--- config.mk ---
export PLATFORM = sky130hd
export DESIGN_NAME = mul_add
export DESIGN_NICKNAME = d
export VERILOG_FILES = /design/src/rtl/mul_add_pkg.sv /design/src/rtl/mul_add_step.sv /design/src/rtl/mul_add.sv
export SDC_FILE = /design/constraint.sdc
export NUM_CORES = 1
export LEC_CHECK = 0
export BUFFER_PORTS_ARGS = -buffer_cell sky130_fd_sc_hd__buf_2
export CAP_MARGIN = 30
export CORE_ASPECT_RATIO = 1.25
export CORE_UTILIZATION = 45
export DETAILED_ROUTE_END_ITERATION = 8
export GPL_TIMING_DRIVEN = 0
export PLACE_DENSITY = 0.68
export REMOVE_ABC_BUFFERS = 1
export SYNTH_ARGS = -nofsm -noshare
export SYNTH_HDL_FRONTEND = slang
export SYNTH_SLANG_ARGS = --single-unit
export TNS_END_PERCENT = 10
--- constraint.sdc ---
create_clock -name CLOCK -period 3.9 [get_ports CLOCK]
set_clock_uncertainty 0.2 [all_clocks]
set_input_delay 0.39 -clock CLOCK [delete_from_list [all_inputs] [get_ports CLOCK]]
set_output_delay 0.39 -clock CLOCK [all_outputs]
set_load 0.01 [all_outputs]
--- src/rtl/mul_add_pkg.sv ---
// Shared widths, step count and FSM encoding for the shift-add multiply-add unit.
package mul_add_pkg;

  localparam int MQ_W   = 8;
  localparam int MD_W   = 4;
  localparam int AD_W   = 4;
  localparam int PROD_W = 12;
  localparam int STEPS  = 8;
  localparam int CNT_W  = 3;

  typedef enum logic [1:0] {
    ST_IDLE = 2'd0,
    ST_RUN  = 2'd1,
    ST_FIN  = 2'd2
  } state_e;

endpackage

--- src/rtl/mul_add_step.sv ---
// One shift-add step: conditionally adds MD shifted by the step index into the accumulator.
module mul_add_step
  import mul_add_pkg::*;
(
  input  logic [PROD_W-1:0] acc_i,
  input  logic [MD_W-1:0]   md_i,
  input  logic              bit_i,
  input  logic [CNT_W-1:0]  sh_i,
  output logic [PROD_W-1:0] sum_o
);

  logic [PROD_W-1:0] md_sh;

  // Partial product for this bit; the result cannot exceed 12 bits for 8x4 operands.
  always_comb begin
    md_sh = {{(PROD_W-MD_W){1'b0}}, md_i} << sh_i;
    sum_o = bit_i ? (acc_i + md_sh) : acc_i;
  end

endmodule

--- src/rtl/mul_add.sv ---
// Sequential PROD = MQ*MD + AD: one multiplier bit per cycle over 8 RUN cycles.
module mul_add
  import mul_add_pkg::*;
(
  input  logic              CLOCK,
  input  logic              RESET_B,
  input  logic              START,
  input  logic [MQ_W-1:0]   MQ,
  input  logic [MD_W-1:0]   MD,
  input  logic [AD_W-1:0]   AD,
  output logic [PROD_W-1:0] PROD,
  output logic              BUSY,
  output logic              DONE
);

  state_e            state_q, state_d;
  logic [CNT_W-1:0]  cnt_q, cnt_d;
  logic [MQ_W-1:0]   mq_q, mq_d;
  logic [MD_W-1:0]   md_q, md_d;
  logic [PROD_W-1:0] acc_q, acc_d;
  logic [PROD_W-1:0] prod_q, prod_d;
  logic [PROD_W-1:0] acc_step;
  logic              accept;
  logic              last_step;

  mul_add_step u_step (
    .acc_i (acc_q),
    .md_i  (md_q),
    .bit_i (mq_q[cnt_q]),
    .sh_i  (cnt_q),
    .sum_o (acc_step)
  );

  // START is only honoured outside RUN, so operands are frozen for the whole operation.
  assign accept    = START && (state_q != ST_RUN);
  assign last_step = (state_q == ST_RUN) && (cnt_q == CNT_W'(STEPS-1));

  // Next-state logic: IDLE/FIN accept START, RUN leaves after the eighth step.
  always_comb begin
    state_d = state_q;
    case (state_q)
      ST_IDLE: if (START) state_d = ST_RUN;
      ST_RUN:  if (last_step) state_d = ST_FIN;
      ST_FIN:  state_d = START ? ST_RUN : ST_IDLE;
      default: state_d = ST_IDLE;
    endcase
  end

  // Datapath next-state: capture on accept, step while running, publish on the last step.
  always_comb begin
    cnt_d  = cnt_q;
    mq_d   = mq_q;
    md_d   = md_q;
    acc_d  = acc_q;
    prod_d = prod_q;
    if (accept) begin
      mq_d  = MQ;
      md_d  = MD;
      acc_d = {{(PROD_W-AD_W){1'b0}}, AD};
      cnt_d = '0;
    end else if (state_q == ST_RUN) begin
      acc_d = acc_step;
      cnt_d = cnt_q + 1'b1;
      if (last_step) prod_d = acc_step;
    end
  end

  // State and datapath registers with synchronous active-low reset.
  always_ff @(posedge CLOCK) begin
    if (!RESET_B) begin
      state_q <= ST_IDLE;
      cnt_q   <= '0;
      mq_q    <= '0;
      md_q    <= '0;
      acc_q   <= '0;
      prod_q  <= '0;
    end else begin
      state_q <= state_d;
      cnt_q   <= cnt_d;
      mq_q    <= mq_d;
      md_q    <= md_d;
      acc_q   <= acc_d;
      prod_q  <= prod_d;
    end
  end

  assign PROD = prod_q;
  assign BUSY = (state_q == ST_RUN);
  assign DONE = (state_q == ST_FIN);

endmodule

# After elaboration in Yosys (flattened, before gate mapping)
# Cells that the tools add are included.
# word_totals
reg_bits,41
input_bits,19
out_inout_bits,14
wordCells,35
# op_classes
n_addsub,2
magnitude_cmp,1
n_eq_ne,6
shift,1
n_mux,9
bitwise,2
n_reduce_logical,7
# ops
operator,n
$add 12x12->12,1
$mux 12,1
$shl 4x3->12,1
$mux 4,2
$pmux 2 s3,1
$lt 3x4->1 const B,1
$mux 2,2
$ne 2x1->1 const B,2
$add 3x1->3 const B,1
$bmux 1 s3,1
$eq 3x3->1 const B,1
$reduce_and 3->1,1
$eq 2x1->1 const B,1
$eq 2x2->1 const B,1
$logic_and 1x1->1,2
$logic_not 2->1,1
$mux 1,2
$ne 2x2->1 const B,1
$not 1->1,2
$reduce_and 2->1,1
$reduce_bool 2->1,1
$reduce_or 2->1,1

# Depth between registers and ports, before layout
# Gate-level depths: netlist of the first run.
# logic_depth
depth_word,5
depth_mapped,13
ltp_nobuf,12

# Hierarchy
# From an unflattened synthesis of the first run, not the netlist that was laid out.
# unflattened
hier_cells,296
hier_area_um2,2388.5
# by_module_without_submodules
module,instances,cells_each,area_per_inst_um2,seq_area_each_um2
mul_add,1,187,1585.3,820.8
mul_add_step,1,109,803.3,0.0

# Worst setup path before layout of the first run
# No wires, ideal clock.
# synth_timing
path_kind,register to register
start,register cnt_q[0]
end,register acc_q[11]
setup_ns,0.128
arrival_ns,2.434
required_ns,3.572
path_slack_ns,1.139
stages_incl_launch_ff,12
n_path_buf,1
synth_period_minus_slack_ns,2.761
cell_sequence,dfxtp_1 -> buf_2 -> mux2_2 -> nor2_1 -> a211oi_1 -> ha_1 -> o21ai_1 -> o21ai_0 -> a221oi_2 -> a2111oi_4 -> xnor2_1 -> nor2_1
# synth_between
elab_chain_len,3
elab_cells_between_ends,5
classes_between,1 x add/sub; 1 x shift; 3 x mux
# synth_lines
item,line,rtl
from (decl),mul_add.sv:17,"logic [CNT_W-1:0] cnt_q, cnt_d;"
from (signal assigned),mul_add.sv:79,cnt_q <= cnt_d;
$shl 4x3->12 / $bmux 1 s3 (equally long branches),"mul_add_step.sv:16, mul_add.sv:29",
$add 12x12->12 / $mux 1 (equally long branches),"mul_add_step.sv:17, mul_add.sv:29",
$mux 12 (*),mul_add_step.sv:17,sum_o = bit_i ? (acc_i + md_sh) : acc_i;
to (signal assigned),mul_add.sv:75,acc_q <= '0;
to (signal assigned),mul_add.sv:82,acc_q <= acc_d;
to (decl),mul_add.sv:20,"logic [PROD_W-1:0] acc_q, acc_d;"
# Mark *: on every way between the ends. The rest lies on a longest branch, timed or not. The select of a mux whose other input is x is not followed.
# A chain may end at the register's enable or synchronous reset.

# Final worst setup path of the first run
# layout_timing
start,register cnt_q[1]
end,register acc_q[11]
# The elaborated chain is that of the path after synthesis.

==> results of run 1 <==
layout make-up:
| class | count | area share, % |
|---|---|---|
| clock buffers | 5 | 2.46 |
| clock inverters | 2 | 1.25 |
| inverters | 10 | 1.34 |
| multi-input cells | 240 | 56.9 |
| flip-flops and latches | 41 | 29.4 |
| well taps | 64 | 2.87 |
| repair buffers | 32 | 5.73 |
logic make-up after synthesis:
kind of cell               after synthesis  synth area share, %
and+or+nand+nor                        115                 21.0
AOI/OAI and AO/OA                       83                 23.0
DFF                                     41                 32.3
buffers and inverters                   27                 5.26
muxes                                   18                 7.67
adders and majority gates               15                 7.67
xor gates and xnor gates                 9                 3.10
worst max-delay path: cells and delay by family, from the launching register on:
family / cells / cell delay [ns]
mux: 1 / 0.26
compound gates: 5 / 1.19
xor+xnor: 1 / 0.15
flops: 1 / 0.74
simple gates: 2 / 0.26
fa+ha+maj: 1 / 0.34
power by group:
group          total [mW]  switching [mW]  leakage [nW]  internal, mW
Clock               0.331           0.145        0.0540         0.186
Combinational       0.128          0.0790         0.814        0.0488
Sequential          0.446          0.0134         0.334         0.433
Total               0.905           0.237          1.20         0.668
sequential cells by signal, indices dropped and copies added (netlist names):
register / count
md_q: 4
PROD: 12
mq_q: 8
state_q: 2
acc_q: 12
cnt_q: 3
metrics by stage:
stage | area, um^2 | hold slack, ns | total power, mW | cells
5_1_grt | 2790 | 0.142 | 0.950 | 394
6_report | 2790 | 0.144 | 0.905 | 394
2_1_floorplan | 2450 | 0.240 | 0.543 | 291
3_3_place_gp | 2690 | 0.249 | 0.580 | 387
4_1_cts | 2790 | 0.135 | 0.919 | 394
3_5_place_dp | 2690 | 0.255 | 0.584 | 387
placed cells by master, fill, tap and decap left out, drive strengths merged, types with 3 or more instances in the layout:
master,instances
nand2b,3
o22ai,4
and3,3
o21a,3
o21ai,19
nor2b,4
nand4,3
nor3,7
clkbuf,5
dfxtp,41
nand2,53
nor2,24
buf,32
a21oi,17
mux2i,15
a211oi,8
a21o,3
xnor2,6
xor2,3
nand3,8
a21boi,12
and2,5
ha,14
o31ai,3
inv,10
worst max-delay path by stage:
stage | end | slack, ns | startpoint | depth (start not counted)
after floorplan | acc_q[11]$_SDFFE_PP0P_ | 1.03 | cnt_q[1]$_SDFFE_PP0P_ | 10
after CTS | acc_q[11]$_SDFFE_PP0P_ | 0.66 | cnt_q[1]$_SDFFE_PP0P_ | 10
after global routing | acc_q[11]$_SDFFE_PP0P_ | 0.38 | cnt_q[1]$_SDFFE_PP0P_ | 10
after global placement | acc_q[11]$_SDFFE_PP0P_ | 0.71 | cnt_q[1]$_SDFFE_PP0P_ | 10
final | acc_q[11]$_SDFFE_PP0P_ | 0.63 | cnt_q[1]$_SDFFE_PP0P_ | 10
after detailed placement | acc_q[11]$_SDFFE_PP0P_ | 0.68 | cnt_q[1]$_SDFFE_PP0P_ | 10
routing by layer:
metal,vias to the layer above,GRT usage [%],share of wire [%]
met5,-,0,0
met4,0,6.86,1.0
met3,6,3.29,2.6
met2,41,36.0,51
met1,996,23.7,46
li1,1127,-,-
==> run summary, run 1 <==
CTS H-tree depth - 2
arrival time worst endpoint - 3.24 ns
clk_lat worst skew - 0.29 ns
top cells by area, synth - dfxtp_1, nand2_1, ha_1, mux2i_1, a21boi_0
Leak - 1.20 nW
clock buffer depth - 2
Root Driver - clkbuf_8
cell chain of the critical path - mux2i_1 -> o22ai_1 -> and2_1 -> ha_1 -> o21ai_1 -> o21ai_0 -> a221oi_2 -> a2111oi_4 -> xnor2_1 -> nor2_1
Resize count post-CTS - 0
Syn Area/Cell - 8.26 um^2
Hold Vio Cnt, Final - 0
HPWL after detailed placement - 4150 um
Setup Buffers After CTS - 0
post-synthesis cell type count - 54
Max Transition Viols Final - 0
vias in the first global route - 2094
via/cell ratio - 5.51
reg2reg path depth - 10
most common cell in the netlist - nand2_1
DR WL/cell - 14.2 um
Hold EP - mq_q[3]$_SDFFE_PN0P_
final setup vio count - 0
worst reg2reg startpoint - cnt_q[1]$_SDFFE_PP0P_
Primary FF master, synth - dfxtp_1
TNS Setup - 0 ns
diode count - 0
Tcrit/Tclk final - 83.9%
reg-to-reg endpoint - acc_q[11]$_SDFFE_PP0P_
pwr dens - 324 nW/um^2
Fill cells - 534
initial antenna violation count - 0
GRT Overall Usage - 19.9%
Pre-antenna DRT Iters - 6
setup slack after layout - 0.627 ns
Multi-input gate area - 1590 um^2
die area - 5960 um^2
sequential fraction of the synthesis area - 32.3%
nets - 364
Max Clock Freq - 0.306 GHz
RSZ-0062 raised after global routing - false
Slowest cell on crit path - dfxtp_1
RD Place Congestion - 0.889
R2R setup slack - 0.63 ns
die height - 86.1 um
synthesized instance count - 308
Core Area - 5440 um^2
Area growth syn-to-layout - 9.73%
Hold Path Stages - 3
largest net degree at the start of global routing - 30
worst slew pin tran - 0.928 ns
Setup Crit Path Kind - reg2reg
Num CTS Buffers - 5
# clock sinks - 41
IO Pins - 33
Yosys reg bits - 41
Place WS - 0.683 ns
std cell rows - 30
synth cell count leaders - nand2_1, dfxtp_1, nor2_1
total grt overflow - 0
maxcap violations - 0
layout cells sized above 1 - 16.7%
post-synth top area cell - dfxtp_1
Storage cell area - 821 um^2
Critical Path RT - 3.87 ns
largest fanout on the critical path - 18
DRC errors left - 0
final WL - 5600 um
CTS Hold Buffers Added - 0
Antenna Nets Post-Route - 0
TritonCTS clock tree - done
fin util - 51.3%
CP Capture Type - flip-flop
synthesis warning total - 0
Hold Path Class - in2reg
Max-slew headroom - 37.9%
Port Buffers - 32
Hold Path Origin - MQ[3]
first-pass GRT wire length - 9540 um
Post-synth EDFFs - 0
Peak VDD IR - 0.174 mV
chip width - 69.3 um
Worst setup SP type - flip-flop
Yosys top cell area share - 32.3%
Synth async-reset ratio - 0%
Final Critical Period - 3.27 ns
run status - finished, final reports clean
drt initial violations - 97
Starting Density - 46.8%
via count - 2170
Worst-path clk slew - 0.08 ns
Largest stage delay, worst path - 0.74 ns
Syn Std Cell Area - 2540 um^2
(Power assumes the default switching activity.)
==> run 2, diff against run 1 <==
--- a/config.mk
+++ b/config.mk
@@ -11,7 +11,7 @@
 export CORE_UTILIZATION = 45
 export DETAILED_ROUTE_END_ITERATION = 8
 export GPL_TIMING_DRIVEN = 0
-export PLACE_DENSITY = 0.68
+export PLACE_DENSITY = 0.7
 export REMOVE_ABC_BUFFERS = 1
 export SYNTH_ARGS = -nofsm -noshare
 export SYNTH_HDL_FRONTEND = slang
==> constraint.sdc (replaced) <==
create_clock -name CLOCK -period 2.9 [get_ports CLOCK]
set_clock_uncertainty 0.2 [all_clocks]
set_input_delay 0.29 -clock CLOCK [delete_from_list [all_inputs] [get_ports CLOCK]]
set_output_delay 0.29 -clock CLOCK [all_outputs]
set_load 0.01 [all_outputs]
==> run summary, run 2 (synthesis results as in run 1) <==
Hold Path Stages - 3
reg-to-reg endpoint - acc_q[10]$_SDFFE_PP0P_
chip width - 69.3 um
Sequential Power Share - 47.0%
reg2reg path depth - 12
Critical path buffers and inverters - 3
Hold Vio Cnt, Final - 0
# clock sinks - 41
Port Buffers - 32
nets - 378
CTS H-tree depth - 2
Num CTS Buffers - 5
WL met2 - 3130 um
most frequent cells in the layout - nand2_1, dfxtp_1, buf_2
Power Total - 1.27 mW
layout cells sized above 1 - 25.5%
CP Depth - 12
Starting Density - 46.8%
Tcrit/Tclk final - 95.0%
clock buffer depth - 2
die area - 5960 um^2
Critical Path RT - 2.91 ns
Core Area - 5440 um^2
HPWL after detailed placement - 4080 um
first-pass GRT wire length - 9570 um
cell chain of the critical path - buf_2 -> buf_4 -> nor3_2 -> ha_2 -> inv_1 -> fa_2 -> nor2b_2 -> o2111ai_1 -> a21oi_1 -> o22ai_2 -> xor2_1 -> a211oi_1
Largest stage delay, worst path - 0.38 ns
maxcap violations - 0
pwr dens - 426 nW/um^2
sw frac - 26.5%
Pre-antenna DRT Iters - 4
diode count - 0
clk_lat worst skew - 0.30 ns
RSZ-0062 raised after global routing - true
run status - finished, final reports clean
combinational share of power - 14.8%
Max Transition Viols Final - 0
worst reg2reg startpoint - cnt_q[1]$_SDFFE_PP0P_
WL met1 - 2590 um
Hold Path Origin - MQ[7]
largest net degree at the start of global routing - 30
Max-slew headroom - 37.4%
Hold Path Class - in2reg
IO Pins - 33
largest fanout on the critical path - 8
highest routed layer - met4
Top delay family on crit path - compound AO/OA/AOI/OAI gates
Leak - 1.29 nW
Hold EP - mq_q[7]$_SDFFE_PN0P_
final setup vio count - 0
Area growth syn-to-layout - 17.4%
CTS Hold Buffers Added - 0
arrival time worst endpoint - 2.77 ns
GRT Overall Usage - 20.0%
Net Switching - 338 uW
power share of the clock group - 38.2%
Slowest cell on crit path - dfxtp_4
Int Pwr - 936 uW
via/cell ratio - 5.54
drt initial violations - 85
Worst-path clk slew - 0.08 ns
fin util - 54.9%
std cell rows - 30
met3 wire length - 176 um
Root Driver - clkbuf_8
TritonCTS clock tree - done
via count - 2264
total grt overflow - 0
R2R setup slack - 0.15 ns
die height - 86.1 um
Peak VDD IR - 0.256 mV
RD Place Congestion - 0.949
CP Capture Type - flip-flop
vias in the first global route - 2081
DR WL/cell - 14.6 um
Max Clock Freq - 0.363 GHz
Antenna Nets Post-Route - 0
final WL - 5970 um
worst slew pin tran - 0.935 ns
DRC errors left - 0
Setup Crit Path Kind - reg2reg
Final Critical Period - 2.75 ns
initial antenna violation count - 0
most common cell after layout, fill and taps aside - nand2_1
Worst setup SP type - flip-flop
==> run 2: changes by cell type in the layout (fill, tap and decap cells not counted), sizes merged <==
cell / delta
clkinv: -1
buf: +13
clkbuf: +2
clkinvlp: +1
==> run 2: through the flow <==
| stage | hold WS [ns] | cell area [um^2] | worst slack, ns | std cells | TNS (ns) |
|---|---|---|---|---|---|
| final | 0.0352 | 2990 | 0.145 | 409 | 0 |
| after global routing | 0.0305 | 2990 | -0.0152 | 409 | -0.0349 |
| after CTS | 0.0282 | 2830 | 0.00750 | 396 | 0 |
| after detailed placement | 0.251 | 2690 | -0.332 | 387 | -1.94 |
| after global placement | 0.249 | 2690 | -0.284 | 387 | -1.69 |
| after floorplan | 0.212 | 2450 | 0.0324 | 291 | 0 |
==> run 2: layout make-up <==
| cell class | instances | area, um^2 |
|---|---|---|
| clock buffer | 6 | 82.6 |
| clock inverter | 2 | 37.5 |
| fill | 518 | 2460 |
| inverter | 10 | 37.5 |
| multi-input combinational | 240 | 1660 |
| sequential | 41 | 830 |
| tap | 64 | 80.1 |
| timing repair buffer | 46 | 260 |
==> run 2: per-layer routing <==
layer  track usage [%]  up-vias
met5                 0        -
li1                  -     1165
met2              36.3       31
met1              22.7     1061
met4              7.98        0
met3              4.35        7
==> run 2: worst max path at each step <==
stage                          start                      to  slack [ns]
2_1_floorplan  cnt_q[1]$_SDFFE_PP0P_  acc_q[11]$_SDFFE_PP0P_        0.03
3_3_place_gp   cnt_q[1]$_SDFFE_PP0P_  acc_q[11]$_SDFFE_PP0P_       -0.28
3_5_place_dp   cnt_q[1]$_SDFFE_PP0P_  acc_q[11]$_SDFFE_PP0P_       -0.33
4_1_cts        cnt_q[0]$_SDFFE_PP0P_    PROD[9]$_SDFFE_PN0P_       0.007
5_1_grt        cnt_q[0]$_SDFFE_PP0P_  acc_q[11]$_SDFFE_PP0P_       -0.02
6_report       cnt_q[1]$_SDFFE_PP0P_  acc_q[10]$_SDFFE_PP0P_        0.15
==> run 2: repair_timing <==
item / 4_1_cts / 5_1_grt
resized for setup: 6 / 17
pin swaps: 1 / 6
buffers inserted: 1 / 13
setup endpoints to repair: 10 / 12
==> run 2: tightest hold or removal path, cell delays in order <==
cell and delay, ns:
buf_2 0.09, nand2_1 0.04, a21boi_0 0.06
==> run 2: power by group through the flow <==
stage	clock [mW]	sequential [mW]	combinational, mW
floorplan	0	0.608	0.122
global placement	0	0.612	0.168
detailed placement	0	0.613	0.172
CTS	0.492	0.599	0.173
global route	0.526	0.601	0.209
finish	0.486	0.599	0.189
